--- src/rtl/qkd_sched_pkg.sv ---
// Shared definitions for the QKD channel scheduler: FSM states, demux select codes
// and the select-to-pulse decode.
package qkd_sched_pkg;

    typedef enum logic [1:0] {
        ST_IDLE  = 2'd0,
        ST_FETCH = 2'd1,
        ST_PULSE = 2'd2,
        ST_GUARD = 2'd3
    } state_t;

    localparam logic [1:0] SEL_CH0  = 2'b00;
    localparam logic [1:0] SEL_CH1  = 2'b01;
    localparam logic [1:0] SEL_NONE = 2'b11;

    // Pulse drive is always the one-hot image of the select, so the two can never disagree.
    function automatic logic [1:0] sel_onehot(input logic [1:0] sel);
        case (sel)
            SEL_CH0: return 2'b01;
            SEL_CH1: return 2'b10;
            default: return 2'b00;
        endcase
    endfunction

endpackage

--- src/rtl/slot_timer.sv ---
// Per-state down-counter: loaded with a state length on every state change,
// flags the last cycle of that state.
module slot_timer #(
    parameter int W = 5
) (
    input  logic         clk,
    input  logic         rst,
    input  logic         load,
    input  logic [W-1:0] len,
    output logic         done
);

    logic [W-1:0] cnt;

    always_ff @(posedge clk) begin
        if (rst) begin
            cnt <= '0;
        end else if (load) begin
            cnt <= len;
        end else if (cnt != '0) begin
            cnt <= cnt - W'(1);
        end
    end

    assign done = (cnt == W'(1));

endmodule

--- src/rtl/qkd_channel_scheduler.sv ---
// Slot scheduler for the Alice 1-to-2 demux: one random bit per PERIOD-cycle slot,
// a PULSE_W-wide one-hot drive on the chosen channel, then a guard gap.
module qkd_channel_scheduler
    import qkd_sched_pkg::*;
#(
    parameter int PERIOD  = 16,
    parameter int PULSE_W = 4,
    parameter int CNT_W   = 16
) (
    input  logic             clk,
    input  logic             rst,
    input  logic             en,
    input  logic             clr,
    input  logic             bit_valid,
    input  logic             bit_data,
    output logic             bit_ready,
    output logic [1:0]       sel_out,
    output logic [1:0]       pulse_out,
    output logic             slot_start,
    output logic             busy,
    output logic             underflow,
    output logic [CNT_W-1:0] sent_cnt,
    output logic [CNT_W-1:0] miss_cnt
);

    localparam int TW = $clog2(PERIOD + 1);
    localparam logic [TW-1:0] LEN_FETCH = TW'(1);
    localparam logic [TW-1:0] LEN_PULSE = TW'(PULSE_W);
    localparam logic [TW-1:0] LEN_GUARD = TW'(PERIOD - 1 - PULSE_W);

    if (PERIOD < 4 || PULSE_W < 1 || PULSE_W > PERIOD - 2) begin : g_param_check
        $error("qkd_channel_scheduler: need PERIOD>=4 and 1<=PULSE_W<=PERIOD-2");
    end

    function automatic logic [CNT_W-1:0] sat_inc(input logic [CNT_W-1:0] v);
        return (&v) ? v : v + CNT_W'(1);
    endfunction

    state_t        state, state_nxt;
    logic [1:0]    sel_nxt;
    logic [TW-1:0] len_nxt;
    logic          tmr_load, tmr_done;
    logic          fetch, take, miss;

    assign fetch      = (state == ST_FETCH);
    assign bit_ready  = fetch;
    assign slot_start = fetch;
    assign take       = fetch & bit_valid;
    assign miss       = fetch & ~bit_valid;

    always_comb begin
        state_nxt = state;
        sel_nxt   = sel_out;
        case (state)
            ST_IDLE:  if (en) state_nxt = ST_FETCH;
            ST_FETCH: begin
                state_nxt = ST_PULSE;
                if (bit_valid) sel_nxt = {1'b0, bit_data};
            end
            ST_PULSE: if (tmr_done) begin
                state_nxt = ST_GUARD;
                sel_nxt   = SEL_NONE;
            end
            ST_GUARD: if (tmr_done) state_nxt = en ? ST_FETCH : ST_IDLE;
        endcase

        case (state_nxt)
            ST_PULSE: len_nxt = LEN_PULSE;
            ST_GUARD: len_nxt = LEN_GUARD;
            default:  len_nxt = LEN_FETCH;
        endcase
        tmr_load = (state_nxt != state);
    end

    slot_timer #(.W(TW)) u_timer (
        .clk  (clk),
        .rst  (rst),
        .load (tmr_load),
        .len  (len_nxt),
        .done (tmr_done)
    );

    // Every state change is also a timer reload, so each state lasts exactly its length.
    always_ff @(posedge clk) begin
        if (rst) begin
            state     <= ST_IDLE;
            sel_out   <= SEL_NONE;
            pulse_out <= 2'b00;
            busy      <= 1'b0;
        end else begin
            state     <= state_nxt;
            sel_out   <= sel_nxt;
            pulse_out <= sel_onehot(sel_nxt);
            busy      <= (state_nxt != ST_IDLE);
        end
    end

    // clr wins over a same-cycle count, but a same-cycle miss still leaves underflow set.
    always_ff @(posedge clk) begin
        if (rst) begin
            sent_cnt  <= '0;
            miss_cnt  <= '0;
            underflow <= 1'b0;
        end else begin
            if (clr)       sent_cnt <= '0;
            else if (take) sent_cnt <= sat_inc(sent_cnt);

            if (clr)       miss_cnt <= '0;
            else if (miss) miss_cnt <= sat_inc(miss_cnt);

            if (miss)      underflow <= 1'b1;
            else if (clr)  underflow <= 1'b0;
        end
    end

endmodule

--- config.mk ---
export PLATFORM = sky130hd
export DESIGN_NAME = qkd_channel_scheduler
export DESIGN_NICKNAME = d
export VERILOG_FILES = /design/src/rtl/qkd_sched_pkg.sv /design/src/rtl/slot_timer.sv /design/src/rtl/qkd_channel_scheduler.sv
export SDC_FILE = /design/constraint.sdc
export NUM_CORES = 1
export LEC_CHECK = 0
export ABC_CLOCK_PERIOD_IN_PS = 3800
export BUFFER_PORTS_ARGS = -buffer_cell sky130_fd_sc_hd__buf_2
export CAP_MARGIN = 20
export CORE_MARGIN = 2
export CORE_UTILIZATION = 28
export DETAILED_ROUTE_END_ITERATION = 10
export PLACE_DENSITY_LB_ADDON = 0.25
export SYNTH_ARGS = -nofsm -noshare
export SYNTH_HDL_FRONTEND = slang
export SYNTH_HIERARCHICAL = 1
export SYNTH_SLANG_ARGS = --single-unit
--- constraint.sdc ---
create_clock -name clk -period 3.8 [get_ports clk]
set_input_delay 0.76 -clock clk [delete_from_list [all_inputs] [get_ports clk]]
set_output_delay 0.76 -clock clk [all_outputs]
set_load 0.02 [all_outputs]
# ---- Yosys cells after proc, flatten, opt, wreduce, memory -nomap -nowiden
# Index checks and enable logic that the tools add are counted.
dict set report op_classes {
  n_addsub 3
  multipliers 0
  div 0
  magnitude_cmp 0
  n_eq_ne 8
  shift 0
  n_mux 14
  bitwise 5
  n_reduce_logical 11
}
# operator n
set op_table {}
lappend op_table {{16-bit by 1-bit adder with 16-bit output, second input constant} 2}
lappend op_table {{16-bit AND reduction} 2}
lappend op_table {{2-bit 2-to-1 mux} 5}
lappend op_table {{5-bit 2-to-1 mux} 2}
lappend op_table {{2-bit == test, second input constant} 4}
lappend op_table {{2-bit case mux with 2 select lines} 2}
lappend op_table {{2-bit case mux with 4 select lines} 1}
lappend op_table {{4-bit case mux with 2 select lines} 1}
lappend op_table {{2-bit nonzero test} 3}
lappend op_table {{5-bit by 1-bit == test with 1-bit output, second input constant} 1}
lappend op_table {{5-bit nonzero test} 1}
lappend op_table {{5-bit by 1-bit subtractor with 5-bit output, second input constant} 1}
lappend op_table {{2-bit by 1-bit == test with 1-bit output, second input constant} 2}
lappend op_table {{2-bit zero test} 2}
lappend op_table {{2-bit AND reduction} 2}
lappend op_table {{1-bit 2-to-1 mux} 3}
lappend op_table {{1-bit NOT} 3}
lappend op_table {{1-bit AND} 2}
lappend op_table {{2-bit != test} 1}
lappend op_table {{2-bit OR reduction} 1}
dict set report totals {
  ff_bits 45
  latchBits 0
  ram_bits 0
  rom_bits 0
  input_bits 6
  output_inout_bits 40
  wordCells 49
  mem_count 0
}

# ---- Depth between registers and ports, before layout
dict set report logic_depth {
  word_depth 6
  depth_mapped 10
  ltp_nobuf 9
}

# ---- Hierarchy
# Netlist, hierarchy kept.
# mod n_inst cells_each area_each_um2 seq_area_each_um2
set modules_own_cells {}
lappend modules_own_cells {qkd_channel_scheduler 1 256 2115.8 800.8}
lappend modules_own_cells {slot_timer 1 35 309.0 100.1}

# ---- Worst setup path before layout
# OpenSTA, ideal clock, no wires.
dict set report synth_timing {
  kind {reg2reg}
  startpoint {reg state[1]}
  endpoint {reg u_timer.cnt[2]}
  setup_time_ns 0.070
  t_arrival_ns 2.077
  t_required_ns 3.730
  slack_ns 1.653
  stages_incl_launch_ff 10
  path_buffers 1
  synth_period_minus_slack_ns 2.147
  path_cell_list {dfxtp_1 > inv_1 > ha_1 > nor2_1 > nand3_1 > a21oi_1 > a211o_1 > clkbuf_1 > or3_2 > a21oi_1}
}
dict set report synth_via {
  elab_cells_between_ends 14
  cone_classes {eq/ne: 6; mux: 6; reduce/logical: 2}
}
# element line
set synth_rtl {}
lappend synth_rtl {{start: declaration} qkd_channel_scheduler.sv:39} ;# state_t state, state_nxt;
lappend synth_rtl {{start signal: assignment} qkd_channel_scheduler.sv:91} ;# state <= state_nxt;
lappend synth_rtl {{2-bit by 1-bit == test with 1-bit output (*)} -}
lappend synth_rtl {{via bit_ready} qkd_channel_scheduler.sv:16} ;# output logic bit_ready,
lappend synth_rtl {{2-bit case mux with 4 select lines (*)} qkd_channel_scheduler.sv:54} ;# case (state)
lappend synth_rtl {{2-bit != test (*)} qkd_channel_scheduler.sv:72} ;# tmr_load = (state_nxt != state);
lappend synth_rtl {{via tmr_load} qkd_channel_scheduler.sv:42} ;# logic tmr_load, tmr_done;
lappend synth_rtl {{5-bit 2-to-1 mux / 2-bit nonzero test (equally long branches)} -}
lappend synth_rtl {{end signal: assignment} slot_timer.sv:19} ;# cnt <= len;
lappend synth_rtl {{end signal: assignment} slot_timer.sv:21} ;# cnt <= cnt - W'(1);
lappend synth_rtl {{end: declaration} slot_timer.sv:13} ;# logic [W-1:0] cnt;
# The timed path passes the listed nets; every way through them passes the cells marked *.
# A chain may end at the register's enable or synchronous reset.

# ---- Worst setup path after layout
dict set report layout_timing {
  startpoint {reg u_timer.cnt[1]}
  endpoint {reg u_timer.cnt[1]}
}
dict set report layout_via {
  elab_cells_between_ends 13
  cone_classes {add/sub: 1; eq/ne: 4; mux: 6; reduce/logical: 2}
}
# element line
set layout_rtl {}
lappend layout_rtl {{5-bit by 1-bit == test with 1-bit output (*)} slot_timer.sv:25} ;# assign done = (cnt == W'(1));
lappend layout_rtl {{via tmr_done} qkd_channel_scheduler.sv:42}
lappend layout_rtl {{2-bit 2-to-1 mux, on equally long branches} {qkd_channel_scheduler.sv:64, qkd_channel_scheduler.sv:60}}
lappend layout_rtl {{2-bit case mux with 4 select lines (*)} qkd_channel_scheduler.sv:54}
lappend layout_rtl {{2-bit != test (*)} qkd_channel_scheduler.sv:72}
lappend layout_rtl {{via tmr_load} qkd_channel_scheduler.sv:42}
lappend layout_rtl {{5-bit 2-to-1 mux / 2-bit nonzero test (equally long branches)} -}
# The timed path passes the listed nets; every way through them passes the cells marked *. The select of a mux whose other input is x is not followed.

==> impl_metrics.yaml <==
sta:
  layout_min_cycle_time_ns: 2.34
  worst_hold_slack_ns: 0.508
  rsz0062_at_grt: "false"
  hold_viol: 0
  setup_violations: 0
  min_period_over_period: 0.616
  final.setup_skew_ns: 0.00921
  worst_slew_pin_slew_ns: 0.905
  setup_tns_ns: 0
  slew_viol_final: 0
  clock.fmax_mhz: 427
  slew_headroom: 0.395
power:
  sw_frac_of_total: 0.372
  power.total_mw: 1.33
  p_per_area_nw_per_um2: 474
  seqPwrFrac: 0.424
  vdd_drop_max_uv: 297
  p_sw_uw: 493
  power_frac_comb: 0.362
  leakagePower_nw: 1.06
  internal_power_uw: 833
  p_clk_frac: 0.214
hold_path:
  min_to: "sent_cnt[7]"
  holdPathStages: 1
  hold_start: "sent_cnt[7]"
  hold_path.class: "register to register"
routing:
  post_drt_via_cell_ratio: 5.35
  wl_um: 6270
  dr.pass1.iters: 4
  drtIter0Drc: 80
  avgRoutedWirePerCell_um: 14.4
  drc: 0
  vias: 2327
  ant_nets: 0
clocking:
  cts.repair.resized: 0
  cts_root_buf: "clkbuf_8"
  htree_levels: 2
  cts_tree: "built"
  clkLatencyLatePin_ns: 0.30
  cts_made_buffers: 5
  postCtsSetupBuffers: 0
  ctsHoldBuffers: 0
  cts_max_path_buffers: 2
  clkSinkCount: 45
  clkSlewWorstSetupHoldPaths_ns: 0.09
setup_path:
  required_ns: 4.03
  timing_worst_setup_path_type: "register to register"
  critPathLaunchType: "register"
  worstReg2RegStart: "u_timer/cnt[1]"
  endpoint_kind: "register"
  critPathMaxStageDelay_ns: 0.55
  r2r_setup_slack_ns: 1.46
  cpMaxStageDelayCell: "or4_1"
  crit_arrival_ns: 2.57
  path_max_fanout: 12
  crit_chain: "inv_1 -> ha_1 -> and3_1 -> nand2b_1 -> a21o_1 -> a211oi_1 -> a211o_1 -> or4_1 -> o211ai_1"
  r2r-end: "u_timer/cnt[1]"
  worst_r2r_path_depth: 9
grt:
  grtUsageTotal: 0.136
  first_global_vias: 2200
  overflow: 0
  grt_pass1_wl_um: 10700
  antenna_found_initial: 0
  grt_max_degree: 24
cells_and_area:
  drive_above_1_share: 0.191
  n_fill_cell: 897
  area_growth_pct: 15.3
  n_antenna_cell: 0
  layout.nets: 345
  fin_cells: 435
synthesis:
  synth_seq_cells: 45
  synth-main-ff-cell: "dfxtp_1"
  synth_nets: 305
  synthesis.instances: 291
  synth.area.top_cells: "dfxtp_1 37%, a21oi_1 4.7%, ha_1 4.1%"
  synthesis.area_sq_um: 2420
  synth.top_cell.area_share: 0.372
  yosysSeqAreaShare: 0.372
  yosysWarnings: 6
  synth_edf_count: 0
  synthArstFlopShare: 0
  synth.distinct_cells: 55
  synth_largest_area_cell: "dfxtp_1"
  syn_avg_cell_area_sq_um: 8.33
outcome:
  status: "finished clean"
placement:
  io_buffers: 45
  place_inst: 429
  dp_hpwl_um: 4560
  gp_congestion: 0.865
floorplan:
  ioPinCount: 46
  floorplan.initialDensity: 0.292
  num_rows: 33
  die_h_um: 97.1
  core_area_sq_um: 8300
  die_w_um: 97.1
  die-area_sq_um: 9420
job:
  max_cap_viol_count: 0
[power by group through the flow]
stage	clock network, mW	registers [mW]	logic (mW)
floorplan	0	0.592	0.354
global placement	0	0.572	0.467
detailed placement	0	0.573	0.481
CTS	0.293	0.562	0.484
global route	0.311	0.570	0.542
finish	0.283	0.562	0.480
[worst max-delay path, delay by kind of cell, from the launching register on]
family                   cells  cell delay, ns
flip-flops                   1            0.35
adder cells (fa/ha/maj)      1            0.19
buffers and inverters        1            0.08
AO/OA/AOI/OAI                4            0.73
AND/OR/NAND/NOR              3            0.91
[registers in the layout, indices dropped and copies added (netlist names)]
signal	cells
busy	1
miss_cnt	16
pulse_out	2
sel_out	2
sent_cnt	16
state	2
u_timer/cnt	5
underflow	1
[worst max path at each step]
stage / startpoint / cells after the start / to
after CTS: u_timer/cnt[1] / 9 / u_timer/cnt[1]
after global routing: state[1] / 6 / miss_cnt[14]
after detailed placement: en / 7 / u_timer/cnt[1]
after global placement: bit_valid / 5 / miss_cnt[7]
final: u_timer/cnt[1] / 9 / u_timer/cnt[1]
after floorplan: state[1] / 9 / u_timer/cnt[2]
[Yosys cell counts, types with 5 or more instances]
master and n:
o21ai_0 15, or3_1 7, or4_1 6, nor2_1 22, nor2b_1 5, a31oi_1 7, nand2_1 22, nor3_1 6
a21oi_1 23, ha_1 8, and3_1 6, inv_1 7, and4_1 6, clkbuf_1 6, nand3_1 12, dfxtp_1 45
nand4_1 13, nand2b_1 6, nor4_1 6
[area by class of cell]
class                           instances  area [sq um]  area share
Inverter                                7          26.3     0.00940
Clock inverter                          1          5.00     0.00179
Timing Repair Buffer                   45           225      0.0806
Multi-Input combinational cell        227          1440       0.514
Clock buffer                            5          68.8      0.0246
Sequential cell                        45           901       0.322
Tap cell                              105           131      0.0470
[through the flow]
step	area (sq um)	worst slack, ns	utilization
2_1_floorplan	2420	1.65	-
3_3_place_gp	2720	1.49	0.328
3_5_place_dp	2720	1.46	0.328
4_1_cts	2800	1.45	0.337
5_1_grt	2800	1.23	0.337
6_report	2800	1.46	0.337
[kinds of logic (layout without fill, tap and decap cells)]
family | after synthesis | in the layout | share of synthesized area
other | 1 | 1 | 0.00155
AND/OR/NAND/NOR | 134 | 134 | 0.319
flip-flops | 45 | 45 | 0.372
AO/OA/AOI/OAI | 77 | 77 | 0.203
XOR/XNOR | 3 | 3 | 0.0108
multiplexers | 4 | 4 | 0.0165
adder cells (fa/ha/maj) | 8 | 8 | 0.0413
buffers and inverters | 19 | 58 | 0.0356
[routing by layer]
| layer | wire length (um) | up-vias | track usage | part of all wire |
|---|---|---|---|---|
| met5 | 0 | - | 0 | 0 |
| met4 | 53 | 0 | 0.0358 | 0.0085 |
| met3 | 266 | 5 | 0.0295 | 0.042 |
| met2 | 2870 | 57 | 0.222 | 0.46 |
| met1 | 3080 | 1082 | 0.184 | 0.49 |
| li1 | - | 1183 | - | - |
[cells in the final DEF (no fill, tap or decap), types with 5 or more instances in the layout]
| master | synthesis | final |
|---|---|---|
| dfxtp_1 | 45 | 45 |
| buf_2 | 1 | 45 |
| a21oi_1 | 23 | 23 |
| nor2_1 | 22 | 22 |
| nand2_1 | 22 | 22 |
| o21ai_0 | 15 | 15 |
| nand4_1 | 13 | 13 |
| nand3_1 | 12 | 12 |
| ha_1 | 8 | 8 |
| inv_1 | 7 | 7 |
| a31oi_1 | 7 | 7 |
| or3_1 | 7 | 7 |
| nand2b_1 | 6 | 6 |
| nor3_1 | 6 | 6 |
| and4_1 | 6 | 6 |
| and3_1 | 6 | 6 |
| nor4_1 | 6 | 6 |
| or4_1 | 6 | 6 |
| nor2b_1 | 5 | 5 |
| clkbuf_8 | 0 | 5 |
Note: power is estimated with default switching activity, not from simulation.
